[src/rtl/mips_pkg.sv]
// Shared loader types and constants.
// IMEM_LOADER_CHECKSUM_EN adds the CSUM state to the loader FSM.
package mips_pkg;

   localparam int HDR_W          = 16;
   localparam int BYTES_PER_WORD = 4;
   localparam int WORD_W         = 8 * BYTES_PER_WORD;

   typedef enum logic [2:0] {
      HDR_HI,
      HDR_LO,
      DATA,
`ifdef IMEM_LOADER_CHECKSUM_EN
      CSUM,
`endif
      RUN,
      ERROR
   } loader_state_e;

   // Only the two terminal states refuse upstream bytes.
   function automatic logic accepts_bytes(loader_state_e s);
      return (s != RUN) && (s != ERROR);
   endfunction

endpackage

[src/rtl/word_packer.sv]
// Assembles serial bytes, most-significant first, into instruction words and
// flags the byte that completes each word.
module word_packer
   import mips_pkg::*;
(
   input  logic              clk_i,
   input  logic              rst_i,
   input  logic              byte_en_i,
   input  logic [7:0]        byte_i,
   output logic [WORD_W-1:0] word_o,
   output logic              word_ready_o
);

   localparam int CNT_W = $clog2(BYTES_PER_WORD);

   logic [CNT_W-1:0]  cnt_q;
   // Holds the leading bytes; the final byte completes word_o on the fly so the
   // write can be registered in the very next cycle.
   logic [WORD_W-9:0] shift_q;

   assign word_ready_o = byte_en_i && (cnt_q == CNT_W'(BYTES_PER_WORD - 1));
   assign word_o       = {shift_q, byte_i};

   // NOTE: sequential state is written with non-blocking assignments only.
   always_ff @(posedge clk_i) begin
      if (rst_i) begin
         cnt_q   <= '0;
         shift_q <= '0;
      end else if (byte_en_i) begin
         cnt_q   <= cnt_q + CNT_W'(1);
         shift_q <= {shift_q[WORD_W-17:0], byte_i};
      end
   end

endmodule

[src/rtl/imem_loader.sv]
// Boot loader: parses a length-prefixed byte stream into instruction-memory
// writes, then releases the core. Optional macro: IMEM_LOADER_CHECKSUM_EN.
module imem_loader
   import mips_pkg::*;
#(
   parameter int unsigned IMEM_DEPTH = 256
) (
   input  logic        CLK,
   input  logic        RST,
   input  logic        byte_valid,
   input  logic [7:0]  byte_data,
   output logic        byte_ready,
   output logic        imem_we,
   output logic [31:0] imem_addr,
   output logic [31:0] imem_wdata,
   output logic        core_rst,
   output logic        done,
   output logic        err
);

   loader_state_e     state_q, state_d;
   logic [7:0]        hdr_hi_q;
   logic [HDR_W-1:0]  n_q, idx_q, hdr_n;
   logic              byte_ready_q, imem_we_q, core_rst_q, done_q, err_q;
   logic [31:0]       imem_addr_q, imem_wdata_q;
   logic              xfer, pack_en, word_ready, last_word;
   logic [WORD_W-1:0] word;

`ifdef IMEM_LOADER_CHECKSUM_EN
   localparam loader_state_e LOAD_END = CSUM;
   logic [7:0] csum_q;
`else
   localparam loader_state_e LOAD_END = RUN;
`endif

   assign xfer      = byte_valid && byte_ready_q;
   assign pack_en   = xfer && (state_q == DATA);
   assign hdr_n     = {hdr_hi_q, byte_data};
   assign last_word = (idx_q == n_q - HDR_W'(1));

   word_packer u_packer (
      .clk_i        (CLK),
      .rst_i        (RST),
      .byte_en_i    (pack_en),
      .byte_i       (byte_data),
      .word_o       (word),
      .word_ready_o (word_ready)
   );

   // NOTE: state_d gets a default before the case so no latch is inferred.
   always_comb begin
      state_d = state_q;
      case (state_q)
         HDR_HI: if (xfer) state_d = HDR_LO;
         HDR_LO: begin
            if (xfer) begin
               if (32'(hdr_n) > IMEM_DEPTH) state_d = ERROR;
               else if (hdr_n == '0)        state_d = LOAD_END;
               else                         state_d = DATA;
            end
         end
         DATA: if (word_ready && last_word) state_d = LOAD_END;
`ifdef IMEM_LOADER_CHECKSUM_EN
         CSUM: if (xfer) state_d = (byte_data == csum_q) ? RUN : ERROR;
`endif
         default: state_d = state_q;
      endcase
   end

   // Outputs are decoded from the next state so they change with the state.
   always_ff @(posedge CLK) begin
      if (RST) begin
         state_q      <= HDR_HI;
         byte_ready_q <= 1'b1;
         core_rst_q   <= 1'b1;
         done_q       <= 1'b0;
         err_q        <= 1'b0;
      end else begin
         state_q      <= state_d;
         byte_ready_q <= accepts_bytes(state_d);
         core_rst_q   <= (state_d != RUN);
         done_q       <= (state_d == RUN);
         err_q        <= (state_d == ERROR);
      end
   end

   always_ff @(posedge CLK) begin
      if (RST) begin
         hdr_hi_q     <= '0;
         n_q          <= '0;
         idx_q        <= '0;
         imem_we_q    <= 1'b0;
         imem_addr_q  <= '0;
         imem_wdata_q <= '0;
      end else begin
         imem_we_q <= word_ready;
         if (xfer && (state_q == HDR_HI)) hdr_hi_q <= byte_data;
         if (xfer && (state_q == HDR_LO)) n_q      <= hdr_n;
         if (word_ready) begin
            imem_addr_q  <= 32'(idx_q);
            imem_wdata_q <= word;
            idx_q        <= idx_q + HDR_W'(1);
         end
      end
   end

`ifdef IMEM_LOADER_CHECKSUM_EN
   always_ff @(posedge CLK) begin
      if (RST)                           csum_q <= '0;
      else if (xfer && state_q != CSUM)  csum_q <= csum_q ^ byte_data;
   end
`endif

   assign byte_ready = byte_ready_q;
   assign imem_we    = imem_we_q;
   assign imem_addr  = imem_addr_q;
   assign imem_wdata = imem_wdata_q;
   assign core_rst   = core_rst_q;
   assign done       = done_q;
   assign err        = err_q;

endmodule

[config.mk]
export PLATFORM = sky130hd
export DESIGN_NAME = imem_loader
export DESIGN_NICKNAME = d
export VERILOG_FILES = /design/src/rtl/mips_pkg.sv /design/src/rtl/word_packer.sv /design/src/rtl/imem_loader.sv
export SDC_FILE = /design/constraint.sdc
export NUM_CORES = 1
export LEC_CHECK = 0
export ABC_AREA = 1
export BUFFER_PORTS_ARGS = -buffer_cell sky130_fd_sc_hd__buf_2
export CAP_MARGIN = 20
export CORE_MARGIN = 5
export CORE_UTILIZATION = 45
export CTS_CLUSTER_SIZE = 12
export DETAILED_ROUTE_END_ITERATION = 7
export PLACE_DENSITY = 0.73
export SLEW_MARGIN = 20
export SYNTH_ARGS = -nofsm -noshare
export SYNTH_HDL_FRONTEND = slang
export SYNTH_SLANG_ARGS = --single-unit
export TNS_END_PERCENT = 100
[constraint.sdc]
create_clock -name CLK -period 4.63 [get_ports CLK]
set_input_delay 0.2315 -clock CLK [delete_from_list [all_inputs] [get_ports CLK]]
set_output_delay 0.2315 -clock CLK [all_outputs]
set_load 0.05 [all_outputs]
Word level (Yosys, flattened, before mapping):

Cells that the tools add are included.

* output and inout port bits: 69
* bits in registers: 122
* latch bits: 0
* logic and storage cells: 40
* bits of input ports: 11
* memories kept: 0
* bits in writable memories: 0
* memory bits (read-only): 0

* reduce and logical (&&, ||, !) cells: 9
* multiply operators: 0
* multiplexer cells: 6
* equality and inequality tests: 8
* shift-type cells: 0
* add/subtract/negate cells: 3
* div/mod/pow operators: 0
* magnitude comparators: 1
* bitwise logic cells: 0

Operator list (number)
* $add A16 B1 Y16 const B: 1
* $eq A16 B16 Y1: 1
* $gt A16 B9 Y1 const B: 1
* $logic_not A16 Y1: 1
* $sub A16 B1 Y16 const B: 1
* $mux W3: 4
* $pmux W3 S3: 1
* $logic_and A1 B1 Y1: 7
* $eq A3 B2 Y1 const B: 2
* $eq A3 B1 Y1 const B: 1
* $eq A3 B3 Y1 const B: 1
* $logic_not A3 Y1: 1
* $ne A3 B2 Y1 const B: 1
* $ne A3 B3 Y1 const B: 1
* $add A2 B1 Y2 const B: 1
* $eq A2 B2 Y1 const B: 1
* $mux W1: 1

Logic depth before layout (Yosys ltp):

Gate-level depths: netlist of run 1.

* depth after elaboration: 8
* depth in mapped cells: 15
* depth with buffers taken out: 15

Cells and area by module:

Synthesis of run 1 repeated with hierarchy kept, for this count alone.

* cell total of the unflattened synthesis: 772
* area total of the unflattened synthesis: 5464.0 um^2

Modules (own cells, without submodules)
* imem_loader: cells each 597, seq. area each 1921.8 um^2, area an instance 4266.6 um^2, times used 1
* word_packer: cells each 175, seq. area each 520.5 um^2, area an instance 1197.4 um^2, times used 1

Least setup slack after synthesis of run 1:

OpenSTA, ideal clock, no wires.

* kind: register to register
* start point: reg byte_ready_q (netlist: byte_ready)
* end point: reg idx_q[15]
* stages on the path, launching flop included: 10
* required time: 4513 ps
* setup slack: 2790 ps
* period minus slack after synthesis: 1840 ps
* buffers on the path: 0
* arrival time: 1723 ps
* setup time: 117 ps
* cell sequence: dfxtp_1 > nand2_1 > inv_1 > nand2_4 > nor2_8 > inv_2 > nor4_4 > nand3_1 > o21ai_1 > a21oi_1

* word-level cells in the longest chain between the ends: 3

RTL lines
* start, declared: line imem_loader.sv:24 `logic byte_ready_q, imem_we_q, core_rst_q, done_q, err_q;`
* start signal, assigned: line imem_loader.sv:80 `byte_ready_q <= accepts_bytes(state_d);`
* $logic_and A1 B1 Y1: line imem_loader.sv:36 `assign xfer = byte_valid && byte_ready_q;`
* $logic_and A1 B1 Y1: line imem_loader.sv:37 `assign pack_en = xfer && (state_q == DATA);`
* $logic_and A1 B1 Y1: line word_packer.sv:21 `assign word_ready_o = byte_en_i && (cnt_q == CNT_W'(BYTES_PER_WORD - 1));`
* end signal, assigned: line imem_loader.sv:102 `idx_q <= idx_q + HDR_W'(1);`
* end, declared: line imem_loader.sv:23 `logic [HDR_W-1:0] n_q, idx_q, hdr_n;`

No other way between the ends.
A chain may end at the register's enable or synchronous reset.

Worst setup path in the final report of run 1:

* start point: reg state_q[0]
* end point: reg idx_q[15]

* word-level cells in the longest chain between the ends: 3

RTL lines
* start, declared: line imem_loader.sv:21 `loader_state_e state_q, state_d;`
* start signal, assigned: line imem_loader.sv:79 `state_q <= state_d;`
* $eq A3 B2 Y1: line imem_loader.sv:37
* $logic_and A1 B1 Y1: line imem_loader.sv:37
* $logic_and A1 B1 Y1: line word_packer.sv:21

No other way between the ends.

==> results of run 1 <==
## metal layers
| layer | up-vias | GRT usage, % | wire [um] |
|---|---|---|---|
| li1 | 2358 | - | - |
| met1 | 2063 | 23.25 | 5768 |
| met2 | 115 | 28.75 | 5768 |
| met3 | 27 | 4.421 | 663 |
| met4 | 0 | 8.602 | 308 |
| met5 | - | 0 | 0 |
## worst paths after layout
path | start | to | slack, ns
max | state_q[0]$_SDFF_PP0_ | idx_q[15]$_SDFFE_PP0P_ | 1.90
min | byte_data[1] | n_q[1]$_SDFFE_PP0P_ | 0.13
max reg2reg | state_q[0]$_SDFF_PP0_ | idx_q[15]$_SDFFE_PP0P_ | 1.90
min reg2reg | u_packer.shift_q[7]$_SDFFE_PP0P_ | u_packer.shift_q[7]$_SDFFE_PP0P_ | 0.46
## cells by family (layout without fill, tap and decap cells)
kind of cell | Yosys count | in the layout
AO/OA/AOI/OAI | 173 | 173
XOR/XNOR | 15 | 15
adder cells (fa/ha/maj) | 3 | 3
buffers and inverters | 127 | 179
flip-flops | 122 | 122
other | 1 | 16
AND/OR/NAND/NOR | 265 | 265
## Yosys cell counts
cell / number / area share (%)
sky130_fd_sc_hd__nor3_1: 6 / 0.58
sky130_fd_sc_hd__nor3_2: 1 / 0.19
sky130_fd_sc_hd__ha_1: 3 / 0.72
sky130_fd_sc_hd__nor2_4: 2 / 0.43
sky130_fd_sc_hd__clkinv_1: 1 / 0.072
sky130_fd_sc_hd__buf_4: 16 / 2.3
sky130_fd_sc_hd__o21ai_0: 87 / 8.4
sky130_fd_sc_hd__nor2_8: 1 / 0.38
sky130_fd_sc_hd__nand2_4: 1 / 0.22
sky130_fd_sc_hd__buf_2: 6 / 0.58
sky130_fd_sc_hd__nand3b_1: 2 / 0.29
sky130_fd_sc_hd__inv_2: 2 / 0.14
sky130_fd_sc_hd__nor2_2: 1 / 0.12
sky130_fd_sc_hd__nand4_1: 5 / 0.60
sky130_fd_sc_hd__nor3b_1: 1 / 0.14
sky130_fd_sc_hd__clkbuf_1: 21 / 1.5
sky130_fd_sc_hd__nand3_1: 34 / 3.3
sky130_fd_sc_hd__nor2_1: 92 / 6.6
sky130_fd_sc_hd__nand2_1: 111 / 8.0
sky130_fd_sc_hd__buf_1: 2 / 0.14
sky130_fd_sc_hd__xnor2_1: 8 / 1.3
sky130_fd_sc_hd__inv_1: 79 / 5.7
sky130_fd_sc_hd__nand3_2: 4 / 0.77
sky130_fd_sc_hd__a211oi_1: 1 / 0.14
sky130_fd_sc_hd__o21bai_1: 1 / 0.14
sky130_fd_sc_hd__conb_1: 1 / 0.072
sky130_fd_sc_hd__nor4_4: 1 / 0.41
sky130_fd_sc_hd__o21ai_1: 6 / 0.58
sky130_fd_sc_hd__xor2_1: 7 / 1.2
sky130_fd_sc_hd__nor4_2: 1 / 0.24
sky130_fd_sc_hd__a21o_1: 1 / 0.14
sky130_fd_sc_hd__nand2_2: 2 / 0.24
sky130_fd_sc_hd__dfxtp_1: 122 / 47
sky130_fd_sc_hd__a21oi_1: 77 / 7.4
## cell type report
| type | instances | area (um2) |
|---|---|---|
| clock buffers | 18 | 439.2 |
| clock inverters | 14 | 161.4 |
| fillers | 1107 | 5235 |
| inverters | 82 | 307.8 |
| multi-input cells | 472 | 2275 |
| flip-flops and latches | 122 | 2442 |
| well taps | 143 | 178.9 |
| repair buffers | 65 | 330.3 |
## power by group through the flow
stage / combinational, W / clock, W / sequential (W)
2_1_floorplan: 0.000397 / 0 / 0.00116
3_3_place_gp: 0.000478 / 0 / 0.00116
3_5_place_dp: 0.000484 / 0 / 0.00116
4_1_cts: 0.000487 / 0.00134 / 0.00114
5_1_grt: 0.000559 / 0.00138 / 0.00115
6_report: 0.000487 / 0.00133 / 0.00114
## worst min-delay path, stage by stage
cell                      delay [ns]
sky130_fd_sc_hd__buf_2          0.13
sky130_fd_sc_hd__inv_1          0.08
sky130_fd_sc_hd__a21oi_1        0.06
## through the flow
step           area, um2  power [W]  utilization (%)  std cells
3_3_place_gp        5534   0.001640            48.67        884
6_report            6135   0.002957            53.96        916
5_1_grt             6135   0.003088            53.96        916
2_1_floorplan       5261   0.001560                -        721
3_5_place_dp        5534   0.001649            48.67        884
4_1_cts             6135   0.002968            53.96        916
## registers in the layout, indices dropped and copies added, names as in the netlist, 2 cells and up
name and cells:
hdr_hi_q 8, n_q 16, idx_q 16, u_packer.shift_q 24, imem_addr 16, u_packer.cnt_q 2
state_q 3, imem_wdata 32
==> results, run 1 <==
- The proportion of synthesized area in mux cells is 0%.
- On the final layout, the worst clock skew is 0.008677 ns.
- Entering global routing, the biggest net connects 60 pins.
- The worst setup path is launched from a flip-flop.
- The hold buffer count at CTS is 0.
- For this design the ratio of total power to cell area is 482.1 mW/mm2.
- Gates resized during post-CTS repair numbered 0.
- The leakage power summed over all cells is 2.833 nW.
- The number of optimization iterations in the first detailed-route pass is 4.
- The average wire per standard cell is 13.66 um.
- The count of unique library cells instantiated by Yosys is 34.
- The detailed-placement wirelength estimate is 8619 um.
- Setup violations remaining at the end of the flow were counted as 0.
- Synthesis handed over a netlist of 706 instances.
- The slack of the critical path is 1.904 ns.
- The count of antenna-violating nets left after detailed routing is 0.
- The first global-routing pass estimated 20690 um of wire.
- Detailed routing inserted a total of 4563 vias.
- Headroom to the max-slew limit came out at 46.04%.
- Hold timing on the final database bottoms out at a slack of 0.1332 ns.
- The net load switching power is 0.0008875 W.
- The cell count along the critical path is 10.
- The sum of negative setup slack is 0 ns.
- After clock tree synthesis, the clock-pin slew on the worst setup and hold paths is 0.06 ns.
- The H-tree generated during clock tree synthesis spans 4 levels.
- The area share of xor/xnor cells in the synthesized design is 2.524%.
- The die area is 0.01382 mm2.
- The signal on the critical path passes through inv_2, nand2_2, nor2_4, nand2_4, nor2_8, inv_2, nor4_4, nand3_1, o21ai_1, a21oi_1.
- Setup repair after global routing left no endpoint under its margin.
- Data on the critical path arrives at its endpoint at 3.04 ns.
- The max-slew violation count was 0.
- In the final design database the tool counted 774 nets.
- The average size of a mapped cell is 7.373 um2.
- The final estimated routing congestion in global placement is 0.8661.
- The worst path uses 58.88% of the clock period.
- Cells with a size suffix above 1 make up 14.75% of the layout.
- The minimum clock period after layout is 2.726 ns.
- Measured along the y axis, the die boundary spans 117.6 um.
- The most numerous cell on the critical path is sky130_fd_sc_hd__inv_2.
- For this run, the slowest stage of the critical path takes 0.61 ns.
- The sum of routed wire length over all layers is 12510 um.
- The flow ran to the end, and the final reports show no timing, DRC or antenna violations.
- 80 I/O pins were placed.
- The netlist area before placement is 0.005205 mm2.
- The detailed-route DRC error count is 0.
- Leaving out fill and tap cells, the most frequent cells in the layout are 122 x sky130_fd_sc_hd__dfxtp_1, 111 x sky130_fd_sc_hd__nand2_1, 92 x sky130_fd_sc_hd__nor2_1.
- The number of endpoints with negative hold slack in the final report is 0.
- The via count of the first global-routing pass came to 4240.
- The initial antenna violation count was 0.
- The total routing usage reported by global routing is 18.17%.
- For this run, the register share of the synthesized area comes to 46.92%.
- The tree built by TritonCTS fans out to 122 sinks.
- After global routing the overflow that remains totals 0.
- The class of the most critical setup path is flip-flop to flip-flop.
- The most common library cell in the layout ignoring fill and taps is sky130_fd_sc_hd__dfxtp_1.
- Along the worst hold path, the cell count comes to 3.
- The worst vdd rail ir drop is 345.6 uV.
- The cell family contributing the most delay on the critical path is simple AND/OR/NAND/NOR gates.
- Sequential cells account for 38.7% of the total power.
- The root cell of the clock tree is sky130_fd_sc_hd__clkbuf_16.
- Of the total power, combinational logic draws 16.5%.
- The total of max-cap violations is 0.
- At the placement stage, the worst setup path has a slack of 1.890 ns.
- The standard cell with the maximum stage delay on the critical path is sky130_fd_sc_hd__nor2_8.
- The signed area change from the synthesized netlist to the final layout is 17.86%.
- The TritonCTS clock tree is yes.
- The average vias per placed instance is 4.981.
- Derived from the worst setup path, the maximum achievable clock frequency is 0.3668 GHz.
- After Yosys synthesis, full adders, half adders and majority gates account for 0.7212% of the synthesized area.
- The number of cell instances on the worst register-to-register path is 10.
- For this block, the initial DRC count from the detailed router was 354.
- The clock reaches the later pin of the worst-skew pair after 0.42 ns.
- The synthesized netlist devotes 22.52% of its cell area to simple gates.
- Along the worst path, the maximum fanout reaches 59.
- The cell internal power dissipation is 0.002070 W.
- The placeable core region is 0.01137 mm2.
- The largest family of logic cells by synthesized area is simple AND/OR/NAND/NOR gates.
- The required time reported for the critical path endpoint is 4.94 ns.
- The number of buffers and inverters on the critical path is 2.
- The compound-gate portion of the synthesized area is 16.78%.
- The slew at the pin with the worst max-slew slack is 0.8082 ns.
- For this configuration, the core starts out at a cell density of 45.78%.
- The Yosys step of the flow raised 0 warnings.
- The flip-flop and latch count after synthesis is 122.
- The number of setup buffers added after CTS is 0.
- The critical path capture point type is a flip-flop.
- The fraction of power consumed by the clock network is 44.9%.
- The total of buffers placed on input and output ports is 63.
- Counting along the longest clock path gives a buffer depth of 2.
- The worst min-delay path class is input port to flip-flop.
- Counting the buffers created by CTS gives 17.
- Net switching is 30.01% of the power.
- The repair_antennas step left the layout with diodes totalling 0.
- The die boundary width is 117.6 um.
- The initialized floorplan defines 39 standard-cell rows.
(Power assumes the default switching activity.)
==> inputs of run 2 (changes only) <==
--- a/config.mk
+++ b/config.mk
@@ -5,14 +5,14 @@
 export SDC_FILE = /design/constraint.sdc
 export NUM_CORES = 1
 export LEC_CHECK = 0
-export ABC_AREA = 1
+export ABC_AREA = 0
 export BUFFER_PORTS_ARGS = -buffer_cell sky130_fd_sc_hd__buf_2
 export CAP_MARGIN = 20
 export CORE_MARGIN = 5
 export CORE_UTILIZATION = 45
 export CTS_CLUSTER_SIZE = 12
 export DETAILED_ROUTE_END_ITERATION = 7
-export PLACE_DENSITY = 0.73
+export PLACE_DENSITY = 0.75
 export SLEW_MARGIN = 20
 export SYNTH_ARGS = -nofsm -noshare
 export SYNTH_HDL_FRONTEND = slang
==> constraint.sdc (replaced) <==
create_clock -name CLK -period 2.3 [get_ports CLK]
set_input_delay 0.115 -clock CLK [delete_from_list [all_inputs] [get_ports CLK]]
set_output_delay 0.115 -clock CLK [all_outputs]
set_load 0.05 [all_outputs]
==> run 2 against run 1 <==
Compared with the run above: the flow now finishes with violations (setup timing); register-to-register slack worse by 2.0 ns; worst setup slack lost 2.0 ns; combinational power rose by 34%; critical path type unchanged; critical endpoint is now byte_ready$_SDFF_PP1_; largest power group unchanged.
==> results, run 2 <==
- Outcome: finished with violations (was finished, final reports clean).
- The checks that failed: setup timing.
- The initial antenna violation count is 0 (unchanged).
- The placeable core region came to 0.01098 mm2 (was 0.01137 mm2).
- The number of optimization iterations in the first detailed-route pass is 5 (was 4).
- The number of top-level pins is 80 (unchanged).
- The part of the cycle the worst path needs is 103.7% (was 58.88%).
- The CTS sink count is 122 (unchanged).
- The die area was 0.01355 mm2 (was 0.01382 mm2).
- The wire length of the first global-routing pass was 20760 um (was 20690 um).
- The average size of a mapped cell is 7.922 um2 (was 7.373 um2).
- The final-report setup violation count was 3 (was 0).
- The number of flip-flops under the largest register name was 32 (unchanged).
- The worst min-delay path class was input port to flip-flop (unchanged).
- The starting DRC count in detailed routing was 316 (was 354).
- The total of max-cap violations is 0 (unchanged).
- The average wire per standard cell is 14.40 um (was 13.66 um).
- The worst-case headroom to the max-slew limit was 47.68% (was 46.04%).
- The die boundary width was 116.4 um (was 117.6 um).
- The total routing usage reported by global routing is 19.33% (was 18.17%).
- Commonest cells in the netlist: 183 x sky130_fd_sc_hd__nand2_1, 122 x sky130_fd_sc_hd__dfxtp_1, 97 x sky130_fd_sc_hd__a21oi_1, 42 x sky130_fd_sc_hd__nor2_1, 39 x sky130_fd_sc_hd__clkbuf_1 (was 122 x sky130_fd_sc_hd__dfxtp_1, 111 x sky130_fd_sc_hd__nand2_1, 92 x sky130_fd_sc_hd__nor2_1, 87 x sky130_fd_sc_hd__o21ai_0, 79 x sky130_fd_sc_hd__inv_1).
- The async set or reset register ratio after synthesis is 0% (unchanged).
- The critical path startpoint category is a flip-flop (unchanged).
- The worst path arrival time came to 2.68 ns (was 3.04 ns).
- The cell area after placement came to 0.005736 mm2 (was 0.005534 mm2).
- The flip-flop and latch count after synthesis was 122 (unchanged).
- The chip height is 116.4 um (was 117.6 um).
- The top-area cell type share of the netlist area is 47.95% (was 46.92%).
- The number of setup buffers added after CTS is 0 (unchanged).
- The beginning of the worst register-to-register path is n_q[5]$_SDFFE_PP0P_ (was state_q[0]$_SDFF_PP0_).
- The via count of the first global-routing pass is 4501 (was 4240).
- The slew at the pin with the worst max-slew slack came to 0.7849 ns (was 0.8082 ns).
- The clock transition time at the flip-flop clock pins of the worst setup and hold paths came to 0.06 ns (about the same).
- The number of CTS-inserted buffers is 17 (unchanged).
- The biggest fanout along the worst timing path is 3 (was 59).
- The total of buffers placed on input and output ports is 63 (unchanged).
- The timing startpoint of the critical path is n_q[5]$_SDFFE_PP0P_ (was state_q[0]$_SDFF_PP0_).
- Top post-synthesis cells by area: sky130_fd_sc_hd__dfxtp_1 48%, sky130_fd_sc_hd__nand2_1 13%, sky130_fd_sc_hd__a21oi_1 9.5%, sky130_fd_sc_hd__nor2_1 3.1%, sky130_fd_sc_hd__xnor2_1 2.9% (was sky130_fd_sc_hd__dfxtp_1 47%, sky130_fd_sc_hd__o21ai_0 8.4%, sky130_fd_sc_hd__nand2_1 8.0%, sky130_fd_sc_hd__a21oi_1 7.4%, sky130_fd_sc_hd__nor2_1 6.6%).
- The insertion delay to the later sink of the worst-skew pair is 0.41 ns (was 0.42 ns).
- The net count of the finished layout is 748 (was 774).
- The startpoint of the most critical hold path is byte_data[4] (was byte_data[1]).
- The critical path capture point type is a flip-flop (unchanged).
- The part of the Yosys area used for sequential elements is 47.95% (was 46.92%).
- The highest clock rate came to 0.4192 GHz (was 0.3668 GHz).
- The total number of yosys warnings is 0 (unchanged).
- The antenna cell count was 0 (unchanged).
- The most common library cell in the layout ignoring fill and taps is sky130_fd_sc_hd__nand2_1 (was sky130_fd_sc_hd__dfxtp_1).
- The maximum buffer depth of the clock tree is 2 (unchanged).
- The required time reported for the critical path endpoint is 2.60 ns (was 4.94 ns).
- The signed area change from the synthesized netlist to the final layout is 27.07% (was 17.86%).
- The overall via count from detail_route is 4644 (was 4563).
- The remaining global-route overflow is 0 (unchanged).
- The netlist area before placement is 0.005094 mm2 (was 0.005205 mm2).
- The worst vdd rail ir drop is 558.5 uV (was 345.6 uV).
- The sum of routed wire length over all layers is 12780 um (was 12510 um).
- The detailed-route DRC error count is 0 (unchanged).
- The max-slew violation count was 0 (unchanged).
- The leakage power summed over all cells came to 2.591 nW (was 2.833 nW).
- The pin count of the biggest net entering global routing is 80 (was 60).
- The power per unit of standard cell area is 878.3 mW/mm2 (was 482.1 mW/mm2).
- The number of endpoints with negative hold slack in the final report is 0 (unchanged).
- The root cell of the clock tree was sky130_fd_sc_hd__clkbuf_16 (unchanged).
- The synthesized instance count was 643 (was 706).
- Commonest cells after routing, fill and taps aside: 183 x sky130_fd_sc_hd__nand2_1, 118 x sky130_fd_sc_hd__dfxtp_1, 97 x sky130_fd_sc_hd__a21oi_1 (was 122 x sky130_fd_sc_hd__dfxtp_1, 111 x sky130_fd_sc_hd__nand2_1, 92 x sky130_fd_sc_hd__nor2_1).
- The TritonCTS clock tree is yes (unchanged).
- The final estimated routing congestion in global placement is 0.8066 (was 0.8661).
- The count of unique library cells instantiated by Yosys was 46 (was 34).
- The average vias per placed instance was 5.236 (was 4.981).
- The share of cells above drive strength 1 came to 21.95% (was 14.75%).
- The worst-case clock skew is 0.008394 ns (was 0.008677 ns).
- The class of the most critical setup path is flip-flop to flip-flop (unchanged).
- RSZ-0062 raised after global routing: true (was false).
- The number of placement rows was 38 (was 39).
- The detailed-placement wirelength estimate is 8762 um (was 8619 um).
- The leading area contributor after synthesis is sky130_fd_sc_hd__dfxtp_1 (unchanged).
- The library cell with the highest instance count after synthesis was sky130_fd_sc_hd__nand2_1 (was sky130_fd_sc_hd__dfxtp_1).
- The CTS H-tree depth is 4 (unchanged).
- The prevailing post-synth register cell is sky130_fd_sc_hd__dfxtp_1 (unchanged).
- The slack of the critical path is -0.08537 ns (was 1.904 ns).
- The sum of negative setup slack came to -0.1881 ns (was 0 ns).
- The minimum clock period after layout is 2.385 ns (was 2.726 ns).
- The initial core utilization is 46.38% (was 45.78%).
- The count of antenna-violating nets left after detailed routing is 0 (unchanged).
- The area of all placed cells without fillers came to 0.006472 mm2 (was 0.006135 mm2).
- The number of synthesized flops with an enable pin is 0 (unchanged).
## run 2: cell types whose count changed after synthesis, moves of 9 or more
| cell | delta |
|---|---|
| sky130_fd_sc_hd__xnor2_1 | +9 |
| sky130_fd_sc_hd__nand2_1 | +72 |
| sky130_fd_sc_hd__nor2_1 | -50 |
| sky130_fd_sc_hd__o21ai_0 | -82 |
| sky130_fd_sc_hd__mux2i_1 | +10 |
| sky130_fd_sc_hd__clkbuf_1 | +18 |
| sky130_fd_sc_hd__inv_1 | -75 |
| sky130_fd_sc_hd__a21oi_1 | +20 |
## run 2: final cells by class
class	count	area, um2
timing repair buffer	112	693.2
inverter	4	15.01
multi-input combinational	477	2511
sequential	122	2447
tap	140	175.2
clock buffer	18	439.2
fill	925	4511
clock inverter	14	191.4
## run 2: worst max-delay path, stage by stage, from the launching register on
cell,delay (ns)
sky130_fd_sc_hd__dfxtp_1,0.31
sky130_fd_sc_hd__or4_4,0.53
sky130_fd_sc_hd__or3_4,0.39
sky130_fd_sc_hd__o31ai_4,0.20
sky130_fd_sc_hd__o31ai_2,0.13
sky130_fd_sc_hd__a2111oi_4,0.25
sky130_fd_sc_hd__a31oi_4,0.16
sky130_fd_sc_hd__mux2_4,0.31
## run 2: path summary, 6_finish.rpt
kind                                       to  slack [ns]  cells past startpoint
min reg2reg       imem_wdata[21]$_SDFFE_PP0P_        0.45                      2
max                     byte_ready$_SDFF_PP1_       -0.09                      7
min          u_packer.shift_q[4]$_SDFFE_PP0P_        0.01                      3
max reg2reg             byte_ready$_SDFF_PP1_       -0.09                      7
## run 2: timing repair
| item | in CTS | in global routing |
|---|---|---|
| hold buffers | 2 | 1 |
| hold endpoints to repair | 3 | 1 |
| endpoints found under the setup margin | 5 | 5 |
| resized for setup | 6 | 9 |
| pin swaps | 1 | 1 |
## run 2: logic make-up (layout without fill, tap and decap cells)
group,after synthesis,count (layout),synth area share (%)
muxes,11,11,2.260
adders and majority gates,3,3,0.7370
buffers and inverters,59,148,5.527
and+or+nand+nor,302,302,26.19
DFF,122,122,47.95
other,1,16,0.07362
xor gates and xnor gates,29,29,4.986
AOI/OAI and AO/OA,116,116,12.28
## run 2: where the power goes
part	total [W]	internal, W	switching (W)
registers	0.00219	0.00216	0.0000341
logic	0.000652	0.000247	0.000405
clock network	0.00284	0.00185	0.000994
total	0.00568	0.00425	0.00143
## run 2: metal layers
layer	vias up	part of all wire, %	GRT usage [%]
met1	2200	45	24.80
met4	0	1.5	7.657
met5	-	0	0
met2	126	48	31.24
met3	18	5.8	4.922
li1	2300	-	-
## run 2: metrics by stage
stage                     cells  total power (W)  hold slack, ns  setup slack (ns)  util, %
final                       887         0.005685        0.009765          -0.08537    58.93
after CTS                   886         0.005667       0.0003580           -0.1593    58.38
after global routing        887         0.005873        0.002649           -0.1709    58.93
after floorplan             658         0.002671          0.2510          -0.04563        -
after detailed placement    852         0.002825          0.4300           -0.2717    52.22
after global placement      852         0.002810          0.4041          -0.08434    52.22
==> inputs of run 3 (changes only) <==
--- a/config.mk
+++ b/config.mk
@@ -9,10 +9,10 @@
 export BUFFER_PORTS_ARGS = -buffer_cell sky130_fd_sc_hd__buf_2
 export CAP_MARGIN = 20
 export CORE_MARGIN = 5
-export CORE_UTILIZATION = 45
+export CORE_UTILIZATION = 51
 export CTS_CLUSTER_SIZE = 12
 export DETAILED_ROUTE_END_ITERATION = 7
-export PLACE_DENSITY = 0.75
+export PLACE_DENSITY = 0.83
 export SLEW_MARGIN = 20
 export SYNTH_ARGS = -nofsm -noshare
 export SYNTH_HDL_FRONTEND = slang
==> run 3 against run 2 <==
Compared with the run above: the flow still finishes with violations (setup timing); clock skew is 0.0011 ns higher; register-to-register slack worse by 0.03 ns; largest power group unchanged; via count is 1.2% higher.
==> results, run 3 (synthesis gave the netlist of run 2 again) <==
- The CTS sink count is 122 (unchanged).
- The share of cells above drive strength 1 is 20.27% (was 21.95%).
- The biggest fanout along the worst timing path came to 4 (was 3).
- The detailed-route DRC error count was 0 (unchanged).
- The average wire per standard cell is 14.39 um (was 14.40 um).
- The detailed-placement wirelength estimate came to 8547 um (was 8762 um).
- The end of the worst register-to-register path is byte_ready$_SDFF_PP1_ (unchanged).
- The slew at the pin with the worst max-slew slack is 0.5504 ns (was 0.7849 ns).
- The sum of routed wire length over all layers was 12710 um (was 12780 um).
- The insertion delay to the later sink of the worst-skew pair is 0.52 ns (was 0.41 ns).
- The number of cell instances on the worst register-to-register path is 7 (unchanged).
- The class of the most critical setup path is flip-flop to flip-flop (unchanged).
- Commonest cells after routing, fill and taps aside: 183 x sky130_fd_sc_hd__nand2_1, 119 x sky130_fd_sc_hd__dfxtp_1, 97 x sky130_fd_sc_hd__a21oi_1 (was 183 x sky130_fd_sc_hd__nand2_1, 118 x sky130_fd_sc_hd__dfxtp_1, 97 x sky130_fd_sc_hd__a21oi_1).
- The TritonCTS clock tree is yes (unchanged).
- The number of placement rows came to 36 (was 38).
- The initial antenna violation count is 0 (unchanged).
- The number of endpoints with negative hold slack in the final report is 0 (unchanged).
- The critical path capture point type is a flip-flop (unchanged).
- The power per unit of standard cell area is 845.2 mW/mm2 (was 878.3 mW/mm2).
- The maximum buffer depth of the clock tree is 2 (unchanged).
- The worst hold path cell count was 2 (was 3).
- The overall via count from detail_route was 4698 (was 4644).
- The antenna cell count is 0 (unchanged).
- The number of flip-flops under the largest register name is 32 (unchanged).
- The beginning of the worst register-to-register path was n_q[5]$_SDFFE_PP0P_ (unchanged).
- The minimum clock period after layout is 2.418 ns (was 2.385 ns).
- Outcome: finished with violations (unchanged).
- The number of buffers and inverters on the critical path is 0 (unchanged).
- The post-place setup slack is -0.1546 ns (was -0.2717 ns).
- The worst-case headroom to the max-slew limit is 63.22% (was 47.68%).
- RSZ-0062 raised after global routing: true (unchanged).
- The remaining global-route overflow is 0 (unchanged).
- The instance count after placement with tap cells included is 842 (was 852).
- Violated checks: setup timing (unchanged).
- The number of top-level pins is 80 (unchanged).
- The signed area change from the synthesized netlist to the final layout came to 25.23% (was 27.07%).
- The via count of the first global-routing pass is 4425 (was 4501).
- The slack of the critical path came to -0.1184 ns (was -0.08537 ns).
- The number of inserted filler cells in the final layout came to 820 (was 925).
- The die boundary width is 109.9 um (was 116.4 um).
- The placeable core region is 0.009774 mm2 (was 0.01098 mm2).
- The number of optimization iterations in the first detailed-route pass was 5 (unchanged).
- The sink of the worst hold path is imem_wdata[5]$_SDFFE_PP0P_ (was u_packer.shift_q[4]$_SDFFE_PP0P_).
- The final core utilization is 65.26% (was 58.93%).
- The worst min-delay path class is input port to flip-flop (unchanged).
- The clock transition time at the flip-flop clock pins of the worst setup and hold paths is 0.06 ns (about the same).
- The final-report setup violation count is 3 (unchanged).
- The max-slew violation count is 0 (unchanged).
- The CTS H-tree depth is 4 (unchanged).
- The standard cell with the maximum stage delay on the critical path was sky130_fd_sc_hd__or4_4 (unchanged).
- The net count of the finished layout is 751 (was 748).
- The cell family contributing the most delay on the critical path is simple AND/OR/NAND/NOR gates (unchanged).
- The die area is 0.01209 mm2 (was 0.01355 mm2).
- The critical path startpoint category was a flip-flop (unchanged).
- The leakage power summed over all cells came to 2.562 nW (was 2.591 nW).
- The worst-case clock skew is 0.009526 ns (was 0.008394 ns).
- The pin count of the biggest net entering global routing was 55 (was 80).
- The total of max-cap violations is 0 (unchanged).
- The starting DRC count in detailed routing was 262 (was 316).
- The wire length of the first global-routing pass came to 20930 um (was 20760 um).
- Cells traversed along the worst timing path: or4_4, or3_1, o31ai_2, o31ai_1, a2111oi_2, a31oi_2, mux2_4 (was or4_4, or3_4, o31ai_4, o31ai_2, a2111oi_4, a31oi_4, mux2_4).
- The largest stage delay on the critical path is 0.52 ns (was 0.53 ns).
- The number of CTS-inserted buffers came to 17 (unchanged).
- The worst vdd rail ir drop came to 442.1 uV (was 558.5 uV).
- The average vias per placed instance was 5.320 (was 5.236).
- The register-to-register setup slack was -0.12 ns (was -0.09 ns).
- The total of buffers placed on input and output ports is 63 (unchanged).
- The initial core utilization is 52.11% (was 46.38%).
- The highest clock rate was 0.4135 GHz (was 0.4192 GHz).
- The root cell of the clock tree was sky130_fd_sc_hd__clkbuf_8 (was sky130_fd_sc_hd__clkbuf_16).
- The final estimated routing congestion in global placement is 0.8245 (was 0.8066).
- The sum of negative setup slack is -0.1654 ns (was -0.1881 ns).
- The startpoint of the most critical hold path is RST (was byte_data[4]).
- The part of the cycle the worst path needs is 105.1% (was 103.7%).
- The most common library cell in the layout ignoring fill and taps is sky130_fd_sc_hd__nand2_1 (unchanged).
- The total routing usage reported by global routing is 21.92% (was 19.33%).
- The required time reported for the critical path endpoint is 2.70 ns (was 2.60 ns).
- The worst path arrival time is 2.82 ns (was 2.68 ns).
- The chip height is 109.9 um (was 116.4 um).
- The number of standard cells in the layout, taps in and fillers out is 883 (was 887).
- The count of antenna-violating nets left after detailed routing came to 0 (unchanged).
run 3: cell types whose count changed in the layout (fill, tap and decap cells not counted), moves of 2 or more:
cell                            before  now
sky130_fd_sc_hd__buf_4              47   45
sky130_fd_sc_hd__bufinv_16           4    2
sky130_fd_sc_hd__clkbuf_1            0    2
sky130_fd_sc_hd__clkinv_2            4    2
sky130_fd_sc_hd__dlygate4sd3_1       3    8
sky130_fd_sc_hd__nor2_1             40   42
sky130_fd_sc_hd__nor2_2              2    0
run 3: how the worst max path moves through the flow:
| stage | end | cells past startpoint | slack, ns | start |
|---|---|---|---|---|
| final | byte_ready$_SDFF_PP1_ | 7 | -0.12 | n_q[5]$_SDFFE_PP0P_ |
| after global routing | byte_ready$_SDFF_PP1_ | 9 | -0.23 | n_q[0]$_SDFFE_PP0P_ |
| after CTS | byte_ready$_SDFF_PP1_ | 7 | -0.11 | n_q[5]$_SDFFE_PP0P_ |
| after detailed placement | byte_ready$_SDFF_PP1_ | 7 | -0.15 | n_q[5]$_SDFFE_PP0P_ |
| after global placement | byte_ready$_SDFF_PP1_ | 7 | -0.08 | n_q[5]$_SDFFE_PP0P_ |
| after floorplan | byte_ready$_SDFF_PP1_ | 7 | -0.05 | n_q[5]$_SDFFE_PP0P_ |
run 3: metrics by stage:
step | instance area, um2 | hold slack [ns] | total power (W)
6_report | 6379 | 0.06813 | 0.005391
5_1_grt | 6379 | 0.09165 | 0.005564
4_1_cts | 6371 | 0.05100 | 0.005404
3_5_place_dp | 5704 | 0.4235 | 0.002820
3_3_place_gp | 5704 | 0.4073 | 0.002806
2_1_floorplan | 5169 | 0.2510 | 0.002671
run 3: layer usage:
layer	part of all wire, %	track usage, %	vias up
li1	-	-	2299
met1	44	29.54	2206
met2	47	35.01	165
met3	6.5	4.110	28
met4	1.9	7.925	0
met5	0	0	-
run 3: cell type report:
type / instances / area (um2) / share of cell area, %
Tap cell: 133 / 166.4 / 2.609
Sequential cell: 122 / 2446 / 38.35
Clock buffer: 20 / 435.4 / 6.826
Timing Repair Buffer: 115 / 728.2 / 11.42
Clock inverter: 12 / 138.9 / 2.177
Multi-Input combinational cell: 477 / 2449 / 38.39
Inverter: 4 / 15.01 / 0.2354
run 3: timing repair:
item / 4_1_cts / 5_1_grt
gates resized for setup: 2 / 2
endpoints found under the hold margin: 32 / 0
setup endpoints to repair: 3 / 5
pin swaps: 1 / 1
setup buffers: 1 / 0
hold buffers: 8 / 0
run 3: power breakdown:
| group | switching, W | internal (W) | leakage (nW) |
|---|---|---|---|
| sequential | 0.0000377 | 0.00216 | 0.985 |
| combinational | 0.000377 | 0.000236 | 1.30 |
| clock | 0.000998 | 0.00158 | 0.281 |
| total | 0.00141 | 0.00398 | 2.56 |
